--- src/rtl/alu_pkg.sv ---
// Shared definitions for the ALU arbiter slice.
// Holds the ALU control code constants, the largest legal control code,
// the default operand/control widths and the output FSM state type.
// The optional control-code check in alu_arbiter is enabled by defining
// ALU_ARB_CTRL_CHECK_EN; that check compares against ALU_CTRL_MAX below.
package alu_pkg;

   localparam int ALU_DATA_W_DEF = 32;
   localparam int ALU_CTRL_W_DEF = 5;

   localparam int ALU_ADD  = 0;
   localparam int ALU_SUB  = 1;
   localparam int ALU_SLL  = 2;
   localparam int ALU_SLT  = 3;
   localparam int ALU_SLTU = 4;
   localparam int ALU_XOR  = 5;
   localparam int ALU_SRL  = 6;
   localparam int ALU_SRA  = 7;
   localparam int ALU_OR   = 8;
   localparam int ALU_AND  = 9;
   localparam int ALU_MUL  = 10;
   localparam int ALU_MULH = 11;
   localparam int ALU_CEQ  = 12;
   localparam int ALU_CNE  = 13;
   localparam int ALU_CLT  = 14;
   localparam int ALU_CGE  = 15;
   localparam int ALU_CLTU = 16;
   localparam int ALU_CGEU = 17;

   localparam int ALU_CTRL_MAX = ALU_CGEU;

   // EMPTY: no response held; FULL: resp_valid is asserted.
   typedef enum logic {
      ARB_EMPTY = 1'b0,
      ARB_FULL  = 1'b1
   } arb_state_t;

endpackage

--- src/rtl/rr_arb2.sv ---
// Two-way round-robin grant logic with its last-grant history register.
// Ports:
//   clk, rst_n        - clock, asynchronous active-low reset
//   req0, req1        - requester valid flags
//   slot_free         - the output slot can accept a new operation this cycle
//   grant0, grant1    - one-hot (or zero) grant, combinational
module rr_arb2 (
   input  logic clk,
   input  logic rst_n,
   input  logic req0,
   input  logic req1,
   input  logic slot_free,
   output logic grant0,
   output logic grant1
);

   // 1 means req1 was granted last, so req0 wins the next contention.
   logic last_grant;

   // A lone requester always wins; under contention the one not granted
   // last time goes first.
   always_comb begin
      grant0 = 1'b0;
      grant1 = 1'b0;
      if (slot_free) begin
         if (req0 && req1) begin
            if (last_grant) grant0 = 1'b1;
            else            grant1 = 1'b1;
         end else if (req0) begin
            grant0 = 1'b1;
         end else if (req1) begin
            grant1 = 1'b1;
         end
      end
   end

   // History only moves when a transfer actually happens.
   always_ff @(posedge clk or negedge rst_n) begin
      if (!rst_n)      last_grant <= 1'b1;
      else if (grant0) last_grant <= 1'b0;
      else if (grant1) last_grant <= 1'b1;
   end

endmodule

--- src/rtl/alu_arbiter.sv ---
// Arbitrates two requesters onto one shared combinational ALU and registers
// the result into a single-entry response slot (1-cycle latency).
// Ports:
//   clk, rst_n                     - clock, asynchronous active-low reset
//   reqN_valid / reqN_ready        - request handshake for requester N
//   reqN_l, reqN_r, reqN_ctrl      - operands and ALU control code
//   alu_l, alu_r, alu_ctrl         - drive to the external ALU (0 when idle)
//   alu_result                     - combinational result from the ALU
//   resp_valid / resp_ready        - response handshake
//   resp_result, resp_id, resp_err - registered result, winner, error flag
// Optional feature: define ALU_ARB_CTRL_CHECK_EN to reject control codes above
// ALU_CTRL_MAX (result forced to 0, resp_err set); otherwise codes pass
// through unchanged and resp_err is tied low.
module alu_arbiter
   import alu_pkg::*;
#(
   parameter int DATA_W = ALU_DATA_W_DEF,
   parameter int CTRL_W = ALU_CTRL_W_DEF
) (
   input  logic              clk,
   input  logic              rst_n,
   input  logic              req0_valid,
   output logic              req0_ready,
   input  logic [DATA_W-1:0] req0_l,
   input  logic [DATA_W-1:0] req0_r,
   input  logic [CTRL_W-1:0] req0_ctrl,
   input  logic              req1_valid,
   output logic              req1_ready,
   input  logic [DATA_W-1:0] req1_l,
   input  logic [DATA_W-1:0] req1_r,
   input  logic [CTRL_W-1:0] req1_ctrl,
   output logic [DATA_W-1:0] alu_l,
   output logic [DATA_W-1:0] alu_r,
   output logic [CTRL_W-1:0] alu_ctrl,
   input  logic [DATA_W-1:0] alu_result,
   output logic              resp_valid,
   input  logic              resp_ready,
   output logic [DATA_W-1:0] resp_result,
   output logic              resp_id,
   output logic              resp_err
);

   arb_state_t        state;
   arb_state_t        state_next;
   logic              slot_free;
   logic              grant0;
   logic              grant1;
   logic              grant;
   logic [CTRL_W-1:0] sel_ctrl;
   logic              ctrl_bad;

   // rst_n gates the slot so no ready can rise while reset is held.
   assign slot_free  = rst_n && ((state == ARB_EMPTY) || resp_ready);
   assign grant      = grant0 || grant1;
   assign req0_ready = grant0;
   assign req1_ready = grant1;
   assign resp_valid = (state == ARB_FULL);

   rr_arb2 u_rr_arb2 (
      .clk       (clk),
      .rst_n     (rst_n),
      .req0      (req0_valid),
      .req1      (req1_valid),
      .slot_free (slot_free),
      .grant0    (grant0),
      .grant1    (grant1)
   );

   // The ALU sees only the granted request; it sees zeros when idle.
   always_comb begin
      alu_l    = '0;
      alu_r    = '0;
      sel_ctrl = '0;
      if (grant0) begin
         alu_l    = req0_l;
         alu_r    = req0_r;
         sel_ctrl = req0_ctrl;
      end else if (grant1) begin
         alu_l    = req1_l;
         alu_r    = req1_r;
         sel_ctrl = req1_ctrl;
      end
   end

`ifdef ALU_ARB_CTRL_CHECK_EN
   // Illegal codes are still accepted, but the ALU is handed code 0.
   assign ctrl_bad = grant && (sel_ctrl > CTRL_W'(ALU_CTRL_MAX));
   assign alu_ctrl = ctrl_bad ? '0 : sel_ctrl;

   // Error flag travels with its result.
   always_ff @(posedge clk or negedge rst_n) begin
      if (!rst_n)     resp_err <= 1'b0;
      else if (grant) resp_err <= ctrl_bad;
   end
`else
   assign ctrl_bad = 1'b0;
   assign alu_ctrl = sel_ctrl;
   assign resp_err = 1'b0;
`endif

   // Output FSM: a grant always fills the slot; it empties only when the
   // consumer takes the result and nothing new replaces it.
   always_comb begin
      state_next = state;
      case (state)
         ARB_EMPTY: if (grant) state_next = ARB_FULL;
         ARB_FULL:  if (resp_ready && !grant) state_next = ARB_EMPTY;
         default:   state_next = ARB_EMPTY;
      endcase
   end

   always_ff @(posedge clk or negedge rst_n) begin
      if (!rst_n) state <= ARB_EMPTY;
      else        state <= state_next;
   end

   // Response payload only loads on a grant, so it holds under backpressure.
   always_ff @(posedge clk or negedge rst_n) begin
      if (!rst_n) begin
         resp_result <= '0;
         resp_id     <= 1'b0;
      end else if (grant) begin
         resp_result <= ctrl_bad ? '0 : alu_result;
         resp_id     <= grant1;
      end
   end

endmodule

--- config.mk ---
export PLATFORM = sky130hd
export DESIGN_NAME = alu_arbiter
export DESIGN_NICKNAME = d
export VERILOG_FILES = /design/src/rtl/alu_pkg.sv /design/src/rtl/rr_arb2.sv /design/src/rtl/alu_arbiter.sv
export SDC_FILE = /design/constraint.sdc
export NUM_CORES = 1
export LEC_CHECK = 0
export CELL_PAD_IN_SITES_DETAIL_PLACEMENT = 1
export CELL_PAD_IN_SITES_GLOBAL_PLACEMENT = 1
export CORE_MARGIN = 8
export CORE_UTILIZATION = 16
export CTS_CLUSTER_DIAMETER = 50
export DETAILED_ROUTE_END_ITERATION = 10
export PLACE_DENSITY_LB_ADDON = 0.25
export RECOVER_POWER = 50
export SLEW_MARGIN = 20
export SYNTH_ARGS = -nofsm -noshare
export SYNTH_HDL_FRONTEND = slang
export SYNTH_SLANG_ARGS = --single-unit
--- constraint.sdc ---
create_clock -name clk -period 2.06 [get_ports clk]
set_input_delay 0.412 -clock clk [delete_from_list [all_inputs] [get_ports clk]]
set_output_delay 0.412 -clock clk [all_outputs]
set_load 0.02 [all_outputs]
==> results of run 1 <==
## flip-flops by register name, summed over array words and instances (netlist names)
name / cells
resp_id: 1
resp_result: 32
resp_valid: 1
u_rr_arb2.last_grant: 1
## cells by family after synthesis
family / share of synthesized area (%)
AO/OA/AOI/OAI: 31.1
buffers and inverters: 8.04
flip-flops: 42.1
multiplexers: 17.3
other: 0.180
AND/OR/NAND/NOR: 1.38
## area by class of cell
type / instances / share of cell area [%]
Tap cell: 172 / 3.80
Timing Repair Buffer: 309 / 59.2
Clock inverter: 2 / 0.221
Sequential cell: 35 / 15.5
Inverter: 2 / 0.132
Clock buffer: 6 / 2.27
Antenna cell: 1 / 0.0441
Multi-Input combinational cell: 111 / 18.9
## layout by cell type (no fill, tap or decap), types with 2 or more instances in the layout
cell type / n
buf_16: 4
mux2_2: 32
a31oi_1: 2
buf_2: 3
dlygate4sd2_1: 3
clkbuf_16: 7
a22o_4: 2
buf_4: 9
buf_12: 10
inv_1: 2
buf_6: 70
dfrtp_1: 34
a22o_1: 67
clkdlybuf4s50_1: 204
clkbuf_1: 2
## stage by stage
| stage | setup TNS (ns) | setup WS [ns] | cell area [um2] |
|---|---|---|---|
| after floorplan | 0 | 0.240 | 2090 |
| after global placement | -48.42 | -0.733 | 5120 |
| after global routing | -15.13 | -0.246 | 5670 |
| final | -11.76 | -0.202 | 5670 |
| after detailed placement | -51.00 | -0.778 | 5120 |
| after CTS | -13.57 | -0.248 | 5240 |
## timing repair
| item | in CTS | in global routing |
|---|---|---|
| gates resized for setup | 326 | 114 |
| buffers inserted | 5 | 2 |
| pin swaps | 6 | 60 |
| gates cloned | 5 | 3 |
| endpoints found under the setup margin | 71 | 71 |
## worst max-delay path: stages, from the launching register on
cell and delay [ns]:
dfstp_2 0.54, and2_4 0.14, and4b_4 0.22, buf_12 0.15, buf_16 0.14, a22o_4 0.25
buf_12 0.13
## worst paths after layout
| check | endpoint | slack (ns) | start |
|---|---|---|---|
| max | alu_l[31] | -0.20 | u_rr_arb2.last_grant |
| min | u_rr_arb2.last_grant | 0.32 | rst_n |
| max reg2reg | resp_id | 0.49 | u_rr_arb2.last_grant |
| min reg2reg | resp_result[20] | 0.50 | resp_result[20] |
| max in group asynchronous | resp_result[3] | 1.14 | rst_n |
| min in group clk | resp_result[20] | 0.50 | resp_result[20] |
## synth_stat cells, drive strengths merged
cell and instances:
buf 20, dfstp 1, dfrtp 34, conb 1, mux2 32, o21bai 1, a31oi 2, o211ai 1
and4b 1, a22o 69, and2 1, nand2b 1, o2111a 1, nand2 1, inv 2
## metal layers
layer  track usage (%)  part of all wire (%)  vias to the layer above
li1                  -                     -                     1263
met1              13.8                    31                     1341
met2              28.5                    56                      147
met3              7.26                    12                       10
met4              2.87                  0.54                        4
met5                 0                  0.15                        -
## report_power, final
group	switching, mW	internal, mW
Clock	0.269	0.445
Combinational	0.718	1.03
Sequential	0.0646	0.820
==> impl_metrics.yaml, run 1 <==
power_and_ir_drop:
  power.density_mw_per_mm2: 590
  vdd_ir_drop_max_mv: 0.450
  total_power_mw: 3.35
  leakage_nw: 2.40
die:
  io-pin-count: 281
  start_util_pct: 16.5
  fp-row-count: 41
  die_y_um: 130
  chipWidth_um: 130
  core_area_mm2: 0.0127
  die-area_mm2: 0.0169
yosys:
  yosys_warnings: 0
  ys_seq_area_share_pct: 42.1
  yosysTopAreaCell: "dfrtp_1"
  synth_cell_types: 17
  syn_area_mm2: 0.00209
  synth_top_area_share_pct: 40.8
  avgSynthCellArea_um2: 12.4
  synthesis.instances: 168
  synthTopCellsByArea: "dfrtp_1 (41%), a22o_1 (29%), mux2_2 (17%)"
  synth-seq-cells: 35
  syn_nets: 343
final_layout:
  finalNonFillerCells: 638
  n_fill_cell: 1387
  area_growth_pct: 172
  layout-drive-gt1-share_pct: 31.8
  seq_area_um2: 877
  multiInputGateArea_mm2: 0.00107
  final_util_pct: 44.8
  finalNetCount: 639
timing:
  finalCritPeriodShare_pct: 110
  worstMarginPinSlew_ns: 0.855
  setup_viol: 69
  slew_headroom_pct: 43.0
  finalClockSkew_ns: 0.00209
  max_freq_mhz: 442
  worst_slack_ns: -0.202
  rsz0062_at_grt: "yes"
  slew_viol_final: 0
  holdWs_ns: 0.324
  hold_viol: 0
  finalCriticalPeriod_ns: 2.26
grt:
  grt_pass1_wl_um: 18800
  grt-ovfl-total: 0
  grt_max_degree: 35
  grt_usage_pct: 14.8
  antenna_found_initial: 3
  grt_pass1_vias: 2951
routing:
  via_count: 2765
  vias_per_cell: 4.33
  drcViolationCount: 0
  first_iter_violations: 70
  detail-route-antenna-nets: 0
  dr.pass1.iters: 4
  wl_per_cell_um: 22.2
  routed_wl_um: 14200
clocking:
  cts_tree: "yes"
  cts_root_buf: "clkbuf_16"
  cts_sinks: 35
  cts.path.max_buffers: 2
  clkLatencyLatePin_ns: 0.27
  h-tree-depth: 2
  cts_hold_buffers: 0
  clk_pin_slew_ns: 0.05
  cts_buffers: 5
job:
  drv_cap: 0
run_status:
  violations: "negative setup slack"
  status: "finished with violations"
place:
  routabilityCongestion: 0.778
  post-dp-hpwl_um: 11200
  io_buffers: 279
  dp.cells: 615
worst_setup_path:
  cp.arrival_ns: 1.85
  required_ns: 1.65
  end_kind: "output port"
  startpoint_type: "flop"
  crit_fanout: 9
  r2r_cells: 6
  critPathKind: "reg -> out"
hold_path:
  hp-class: "in -> async"
Power figures use the tool's default switching activity.
==> run 2: changes to the inputs <==
CORE_UTILIZATION = 17   (was 16)
PLACE_DENSITY_LB_ADDON = 0.1   (was 0.25)
SKIP_LAST_GASP = 1   (was unset)
SYNTH_HIERARCHICAL = 1   (was unset)
==> run 2 against run 1 <==
  * The run still ends with negative setup slack left
  * Via count down 0.76%
  * Sequential share of layout area down 0.25 points
  * Non-clock buffer count down 3
  * First-iteration DRC count up 1.4%
  * Clock skew up 0.0018 ns
  * Design area up 1.8%
  * Flip-flop and latch count unchanged
  * Fmax down 6.8%
  * Synthesized area up 6.1%
==> impl_metrics.yaml, run 2 <==
timing:
  rsz0062_at_grt: "yes"
  finalCriticalPeriod_ns: 2.43
  hold_viol: 0
  tns_ns: -19.57
  max_freq_mhz: 412
  finalCritPeriodShare_pct: 118
  finalClockSkew_ns: 0.00393
  slew_headroom_pct: 41.1
  slew_viol_final: 0
  worstMarginPinSlew_ns: 0.883
  worst_slack_ns: -0.368
  setup_viol: 70
final_layout:
  finalNonFillerCells: 641
  layout_common_cells: "clkdlybuf4s50_1 (190), a22o_4 (36), buf_2 (36), dfrtp_1 (33), a22o_1 (31)"
  largest-register: "resp_result"
  layout-drive-gt1-share_pct: 39.4
  area_growth_pct: 161
  layout_commonest_cell: "clkdlybuf4s50_1"
  insertedDiodeCount: 0
  largest_reg_flops: 32
  finalNetCount: 643
  n_fill_cell: 1378
yosys:
  synthTopCellsByCount: "a22o_1 (67), dfrtp_1 (34), mux2_4 (29)"
  yosys.cell_count.top_type: "a22o_1"
  synth_flop_cell: "dfrtp_1"
  synthesis.instances: 174
  syn_area_mm2: 0.00221
  synth-edff-count: 0
  synthTopCellsByArea: "dfrtp_1 (38%), a22o_1 (27%), mux2_4 (20%)"
  synth_top_area_share_pct: 38.5
  syn_nets: 349
  yosys_warnings: 6
  yosysTopAreaCell: "dfrtp_1"
  synth-seq-cells: 35
  synth_cell_types: 22
  ys_seq_area_share_pct: 39.6
  avgSynthCellArea_um2: 12.7
  synthArstFlopShare_pct: 100
worst_setup_path:
  critPathKind: "reg -> out"
  startpoint_type: "flop"
  crit_fanout: 6
  cp.arrival_ns: 2.02
  r2r_cells: 8
  reg2reg_from: "resp_valid"
  timing.rr.end: "resp_result[5]"
  end_kind: "output port"
  timing.reg2reg.setup_slack_ns: 0.14
  required_ns: 1.65
die:
  start_util_pct: 17.5
  die-area_mm2: 0.0169
  fp-row-count: 41
  die_y_um: 130
  chipWidth_um: 130
  core_area_mm2: 0.0127
  io-pin-count: 281
power_and_ir_drop:
  vdd_ir_drop_max_mv: 0.439
  clkPwrFrac_pct: 17.7
  p_seq_share_pct: 25.3
  leakage_nw: 2.66
  combPwrFrac_pct: 57.0
  power.density_mw_per_mm2: 701
  sw_frac_of_total_pct: 34.3
  switchingPower_mw: 1.39
  p_int_mw: 2.66
grt:
  grt-ovfl-total: 0
  grt_pass1_wl_um: 20100
  antenna_found_initial: 1
  grt_pass1_vias: 2948
  grt_max_degree: 36
  grt_usage_pct: 15.9
place:
  dp.cells: 624
  io_buffers: 279
  post-dp-hpwl_um: 12600
  routabilityCongestion: 0.869
run_status:
  violations: "negative setup slack"
  status: "finished with violations"
clocking:
  cts_hold_buffers: 0
  cts_buffers: 5
  cts_tree: "yes"
  clk_pin_slew_ns: 0.05
  cts.path.max_buffers: 2
  clkLatencyLatePin_ns: 0.27
  h-tree-depth: 2
  cts_root_buf: "clkbuf_16"
  cts_sinks: 35
routing:
  via_count: 2744
  drcViolationCount: 0
  first_iter_violations: 71
  detail-route-antenna-nets: 0
  routed_wl_um: 15200
  dr.pass1.iters: 4
  vias_per_cell: 4.28
  wl_per_cell_um: 23.6
job:
  drv_cap: 0
hold_path:
  hp-class: "in -> async"
## run 2: changes by cell type after synthesis, sizes merged, moves of 2 or more
cell,before,now
a21oi,0,3
a22o,69,67
a31oi,2,0
clkbuf,0,7
o21ai,0,2
buf,20,12
nand2,1,7
## run 2: power by group through the flow
stage	clock [mW]	sequential [mW]	combinational [mW]
4_1_cts	0.745	1.03	2.30
2_1_floorplan	0	1.27	0.873
3_5_place_dp	0	1.02	2.34
5_1_grt	0.765	1.05	2.43
6_report	0.717	1.02	2.31
3_3_place_gp	0	1.02	2.32
## run 2: worst max-delay path, cell delays in order (launching register included)
cell and delay [ns]:
dfrtp_2 0.42, nand2b_4 0.07, and2_4 0.16, nand2_4 0.05, a21oi_4 0.13, and2b_4 0.26, buf_6 0.15, buf_8 0.13
a22o_4 0.21, buf_6 0.13
## run 2: routing by layer
| layer | part of all wire [%] | global-route usage (%) |
|---|---|---|
| met1 | 38 | 17.4 |
| met2 | 51 | 28.6 |
| met3 | 11 | 6.41 |
| met4 | 0.80 | 2.46 |
| met5 | 0.086 | 0 |
## run 2: cells by family after synthesis
kind of cell	Yosys count	synth area share (%)
other	1	0.170
AND/OR/NAND/NOR	12	3.00
buffers and inverters	21	7.81
flip-flops	35	39.6
multiplexers	32	21.2
AO/OA/AOI/OAI	73	28.2
## run 2: repair_timing
item | 4_1_cts | 5_1_grt
endpoints found under the hold margin | 0 | 0
cloned | 0 | 4
setup endpoints to repair | 71 | 71
resized for setup | 297 | 26
pin swaps | 6 | 8
setup buffers | 3 | 2
## run 2: metrics by stage
step           instance area [um2]  hold WS (ns)  setup slack (ns)  power (mW)  utilization, %
2_1_floorplan                 2580         0.116           -0.0366        2.14               -
3_3_place_gp                  5600         0.464            -0.951        3.34            44.2
3_5_place_dp                  5600         0.470            -0.987        3.37            44.2
4_1_cts                       5600         0.256            -0.360        4.07            44.2
5_1_grt                       5770         0.484            -0.432        4.24            45.5
6_report                      5770         0.387            -0.368        4.04            45.5
## run 2: worst max-delay path by stage
| stage | startpoint | endpoint | slack (ns) | depth (start not counted) |
|---|---|---|---|---|
| CTS | resp_valid | alu_r[8] | -0.36 | 9 |
| global placement | resp_ready | alu_ctrl[2] | -0.95 | 10 |
| floorplan | resp_valid | alu_ctrl[0] | -0.04 | 8 |
| finish | resp_valid | alu_r[11] | -0.37 | 9 |
| global route | resp_valid | alu_l[31] | -0.43 | 8 |
| detailed placement | resp_ready | alu_ctrl[2] | -0.99 | 10 |
## run 2: cell type report
cell class                 instances  area [um2]  share of cell area [%]
sequential                        35         878                    15.2
timing repair buffer             306        3000                    52.1
multi-input combinational        118        1530                    26.5
clock inverter                     1        5.00                  0.0867
tap                              172         215                    3.73
clock buffer                       7         133                    2.30
inverter                           2        7.51                   0.130
